<file path="src/rtl/traffic_light_pkg.sv">
// Shared light-code, phase and error encodings for the traffic-light controller and its monitor.
package traffic_light_pkg;

    localparam logic [2:0] L_OFF    = 3'd0;
    localparam logic [2:0] L_RED    = 3'd1;
    localparam logic [2:0] L_GREEN  = 3'd2;
    localparam logic [2:0] L_YELLOW = 3'd3;

    // Phase encoding matches the light code for red/green/yellow.
    typedef enum logic [1:0] {
        PhSync   = 2'd0,
        PhRed    = 2'd1,
        PhGreen  = 2'd2,
        PhYellow = 2'd3
    } phase_e;

    typedef enum logic [2:0] {
        E_NONE  = 3'd0,
        E_SEQ   = 3'd1,
        E_SHORT = 3'd2,
        E_LONG  = 3'd3,
        E_CODE  = 3'd4
    } err_e;

    function automatic logic [2:0] next_light(input phase_e ph);
        case (ph)
            PhRed:    return L_GREEN;
            PhGreen:  return L_YELLOW;
            PhYellow: return L_RED;
            default:  return L_RED;
        endcase
    endfunction

endpackage

</file>
<file path="src/rtl/dwell_counter.sv">
// Saturating dwell counter: loads 1 when a new code arrives, otherwise counts up and sticks at max.
module dwell_counter #(
    parameter int unsigned CNT_W = 8
) (
    input  logic             clk,
    input  logic             rst,
    input  logic             load_i,
    output logic [CNT_W-1:0] count_o
);

    logic [CNT_W-1:0] count_q, count_d;

    always_comb begin
        count_d = count_q;
        if (load_i) begin
            count_d = {{(CNT_W-1){1'b0}}, 1'b1};
        end else if (count_q != {CNT_W{1'b1}}) begin
            count_d = count_q + 1'b1;
        end
    end

    always_ff @(posedge clk) begin
        if (rst) begin
            count_q <= '0;
        end else begin
            count_q <= count_d;
        end
    end

    assign count_o = count_q;

endmodule

</file>
<file path="src/rtl/traffic_light_monitor.sv">
// Receive-side checker for the traffic-light code bus: tracks the phase sequence, times each
// phase, and reports illegal codes, illegal transitions and out-of-range dwell times.
module traffic_light_monitor
    import traffic_light_pkg::*;
#(
    parameter int unsigned MIN_DWELL = 4,
    parameter int unsigned MAX_DWELL = 16,
    parameter int unsigned CNT_W     = 8
) (
    input  logic             clk,
    input  logic             rst,
    input  logic [2:0]       light_in,
    input  logic             clr_err,
    output logic [1:0]       phase,
    output logic [CNT_W-1:0] dwell,
    output logic             err_pulse,
    output logic [2:0]       err_code,
    output logic             err_sticky,
    output logic [15:0]      cycles
);

    localparam logic [CNT_W-1:0] MinD = CNT_W'(MIN_DWELL);
    localparam logic [CNT_W-1:0] MaxD = CNT_W'(MAX_DWELL);

    logic [2:0]  light_q;
    phase_e      phase_q, phase_d;
    logic        err_pulse_q, err_pulse_d;
    err_e        err_code_q, err_code_d;
    logic        err_sticky_q, err_sticky_d;
    logic [15:0] cycles_q, cycles_d;
    logic        change;
    logic        cyc_inc;
    err_e        err;

    assign change = (light_in != light_q);

    dwell_counter #(
        .CNT_W (CNT_W)
    ) u_dwell (
        .clk     (clk),
        .rst     (rst),
        .load_i  (change),
        .count_o (dwell)
    );

    always_comb begin
        phase_d = phase_q;
        err     = E_NONE;
        cyc_inc = 1'b0;
        case (phase_q)
            PhSync: begin
                if (light_in[2] && change) begin
                    err = E_CODE;
                end else if (light_in == L_RED) begin
                    phase_d = PhRed;
                end
            end
            default: begin
                if (change) begin
                    if (light_in[2]) begin
                        err     = E_CODE;
                        phase_d = PhSync;
                    end else if (light_in == next_light(phase_q)) begin
                        phase_d = phase_e'(light_in[1:0]);
                        cyc_inc = (phase_q == PhYellow);
                        if (dwell < MinD) begin
                            err = E_SHORT;
                        end
                    end else if (light_in == L_OFF) begin
                        err     = E_SEQ;
                        phase_d = PhSync;
                    end else begin
                        err     = E_SEQ;
                        phase_d = phase_e'(light_in[1:0]);
                    end
                end else if (dwell == MaxD) begin
                    // Counter is about to show MAX_DWELL+1; this value occurs once per phase.
                    err = E_LONG;
                end
            end
        endcase
    end

    always_comb begin
        err_pulse_d  = (err != E_NONE);
        err_sticky_d = err_sticky_q;
        err_code_d   = err_code_q;
        if (err != E_NONE) begin
            err_sticky_d = 1'b1;
            if (!err_sticky_q || clr_err) begin
                err_code_d = err;
            end
        end else if (clr_err) begin
            err_sticky_d = 1'b0;
            err_code_d   = E_NONE;
        end
        cycles_d = cycles_q;
        if (cyc_inc && cycles_q != 16'hFFFF) begin
            cycles_d = cycles_q + 16'd1;
        end
    end

    always_ff @(posedge clk) begin
        if (rst) begin
            light_q      <= L_OFF;
            phase_q      <= PhSync;
            err_pulse_q  <= 1'b0;
            err_code_q   <= E_NONE;
            err_sticky_q <= 1'b0;
            cycles_q     <= '0;
        end else begin
            light_q      <= light_in;
            phase_q      <= phase_d;
            err_pulse_q  <= err_pulse_d;
            err_code_q   <= err_code_d;
            err_sticky_q <= err_sticky_d;
            cycles_q     <= cycles_d;
        end
    end

    assign phase      = phase_q;
    assign err_pulse  = err_pulse_q;
    assign err_code   = err_code_q;
    assign err_sticky = err_sticky_q;
    assign cycles     = cycles_q;

endmodule

</file>
<file path="config.mk">
export PLATFORM = sky130hd
export DESIGN_NAME = traffic_light_monitor
export DESIGN_NICKNAME = d
export VERILOG_FILES = /design/src/rtl/traffic_light_pkg.sv /design/src/rtl/dwell_counter.sv /design/src/rtl/traffic_light_monitor.sv
export SDC_FILE = /design/constraint.sdc
export NUM_CORES = 1
export LEC_CHECK = 0
export ABC_AREA = 1
export CORE_MARGIN = 5
export CORE_UTILIZATION = 23
export DETAILED_ROUTE_END_ITERATION = 10
export SLEW_MARGIN = 30
export SYNTH_ARGS = -nofsm -noshare
export SYNTH_HDL_FRONTEND = slang
export SYNTH_SLANG_ARGS = --single-unit
</file>
<file path="constraint.sdc">
create_clock -name clk -period 2.39 [get_ports clk]
set_input_delay 0.239 -clock clk [delete_from_list [all_inputs] [get_ports clk]]
set_output_delay 0.239 -clock clk [all_outputs]
set_load 0.01 [all_outputs]
</file>
==> reports/summary.txt <==
run status = complete, no violations
Vias/cell = 4.36
Slew @ Worst Pin = 472 ps
hold buffers post-CTS = 0
CTS Root Cell = clkbuf_8
Final nets = 318
I/O pins = 37
Fill cells = 863
max-slew violations = 0
syn nets = 276
largest net degree at the start of global routing = 16
DR DRC count = 0
critical path peak fanout = 15
Core ar. = 7770 µm²
max_slew headroom = 68.5%
clock share of power = 35.7%
CTS Sinks = 34
Synth Flop Type = dfxtp_1
1st-pass router iterations = 4
hold crit path type = reg -> reg
#FFs+latches synth = 34
Clock Pin Slew Worst Setup and Hold Paths = 70 ps
Worst Path Arrival = 2200 ps
maximum vdd drop = 0.000223 V
EDFF count, synth = 0
Die Wd = 99.6 µm
share of cells above drive strength 1 = 9.12%
vias in the first global route = 1,691
final setup TNS = 0 ps
Starting DRT DRC Count = 74
final setup vio count = 0
Skew-Pair Late Insertion Delay = 290 ps
Die Y-Extent = 99.6 µm
Max Freq = 0.493 GHz
Area contributors post-synth = dfxtp_1 (37%), nand2_1 (11%), inv_1 (8.7%)
Pint = 0.899 mW
most frequent cells in the layout = nand2_1 (56), inv_1 (43), clkdlybuf4s50_1 (36)
Routed WL = 4480 µm
final worst setup slack = 363 ps
grt total ovfl = 0
placed cells = 401
Ys Warns = 0
detailed placement HPWL = 3450 µm
CTS tree = yes
clock buffer count from CTS = 5
CP startpoint kind = register
number of port buffers = 36
GPL Wtd Cong = 0.848
max_cap viols = 0
Tcrit/Tclk final = 84.8%
total number of vias = 1,782
antenna cell count = 0
first-pass GRT wire length = 7600 µm
synthesized cell area = 1850 µm²
Syn Area/Cell = 7.00 µm²
Max Root-Sink Buffers = 2
Detail Route Antenna Nets = 0
RSZ-0062 raised after global routing = no
top cell type's share of synthesized area = 36.9%
Comb pwr share = 15.3%
Switching Power = 0.331 mW
WP data required = 2570 ps
Hold Violations, Final = 0
Lkg Pwr = 0.940 nW
dpl ws = 267 ps
FP Rows = 32
non-filler cells, final = 409
Switching Share = 26.9%
Synth area leader = dfxtp_1
setup bufs post-CTS = 0
Avg WL per Cell = 11.0 µm
synthesized instance count = 264
area taken by multi-input logic gates = 965 µm²
Power Dens Cells = 509 nW/µm²
Initial Util = 23.8%
sequential cell area = 681 µm²
antenna violations before repair = 0
crit path kind = reg -> reg
reg2reg setup slack = 360 ps
H-tree levels = 2
Async SR Flop Fraction = 0%
Clock Skews = 6.95 ps
gr usage total = 9.43%
Synth cell types = 32
Area growth syn-to-layout = 31.0%
Power Total = 1.23 mW
CP Capture Type = register
min cycle time layout = 2030 ps
Flop pwr share = 48.9%
most common cell after layout, fill and taps aside = nand2_1
CTS resizes = 0
die footprint = 9920 µm²
register area share after synthesis = 36.9%
-- path summary, 6_finish.rpt --
path,startpoint,endpoint,cells after the start
worst min-delay path,err_code[0],err_code[0],2
worst max-delay path,phase[0],cycles[5],12
worst max register to register,phase[0],cycles[5],12
worst min register to register,err_code[0],err_code[0],2
-- worst max-delay path, cell delays in order (launching register included) --
cell     delay (ps)
dfxtp_1         410
inv_1            60
ha_1            300
nand2_1          80
nand2_1          60
nor2_2          130
nand3_2         110
nor2_4          160
o21ai_4         120
inv_4           150
nand2_1          80
o21ai_0         170
a21oi_1          70
-- cell type report --
class,instances,area share (%)
inverters,47,7.40
clock buffers,7,3.57
multi-input cells,180,39.9
repair buffers,38,15.5
well taps,102,5.28
clock inverters,1,0.207
flip-flops and latches,34,28.1
-- logic make-up after synthesis --
group           synth area share (%)
simple gates                    32.0
compound gates                  12.9
buf+inv                         10.9
flops                           36.9
fa+ha+maj                       4.06
xor+xnor                        3.32
-- metal layers --
metal / up-vias / track usage [%] / wire length [µm]
met5: - / 0 / 0
met4: 0 / 4.52 / 87
met3: 6 / 2.95 / 246
met2: 33 / 15.1 / 2010
met1: 816 / 11.5 / 2140
li1: 927 / - / -
-- flip-flops by register name, summed over array words and instances (netlist names) --
register         flops
light_q              3
phase                2
u_dwell.count_o      8
err_code             3
err_sticky           1
err_pulse            1
cycles              16
-- synth_stat cells (all sizes together) (4+ instances only) --
| master | count |
|---|---|
| nand2 | 60 |
| ha | 6 |
| nand3 | 19 |
| inv | 47 |
| a21oi | 19 |
| nor3 | 10 |
| dfxtp | 34 |
| xor2 | 4 |
| nand4 | 6 |
| o21ai | 18 |
| nor2 | 24 |
-- per-stage QoR --
stage,util [%],hold slack [ps],instance area (µm²)
floorplan,-,315,1850
global placement,30.0,467,2330
detailed placement,30.0,475,2330
CTS,31.1,487,2420
global route,31.1,498,2420
finish,31.1,487,2420
-- power groups by stage --
stage	Sequential, mW	Clock, mW	Combinational (mW)
after floorplan	0.621	0	0.111
after global placement	0.615	0	0.186
after detailed placement	0.615	0	0.189
after CTS	0.602	0.459	0.191
after global routing	0.604	0.480	0.214
final	0.602	0.440	0.188
Power figures use the tool's default switching activity.
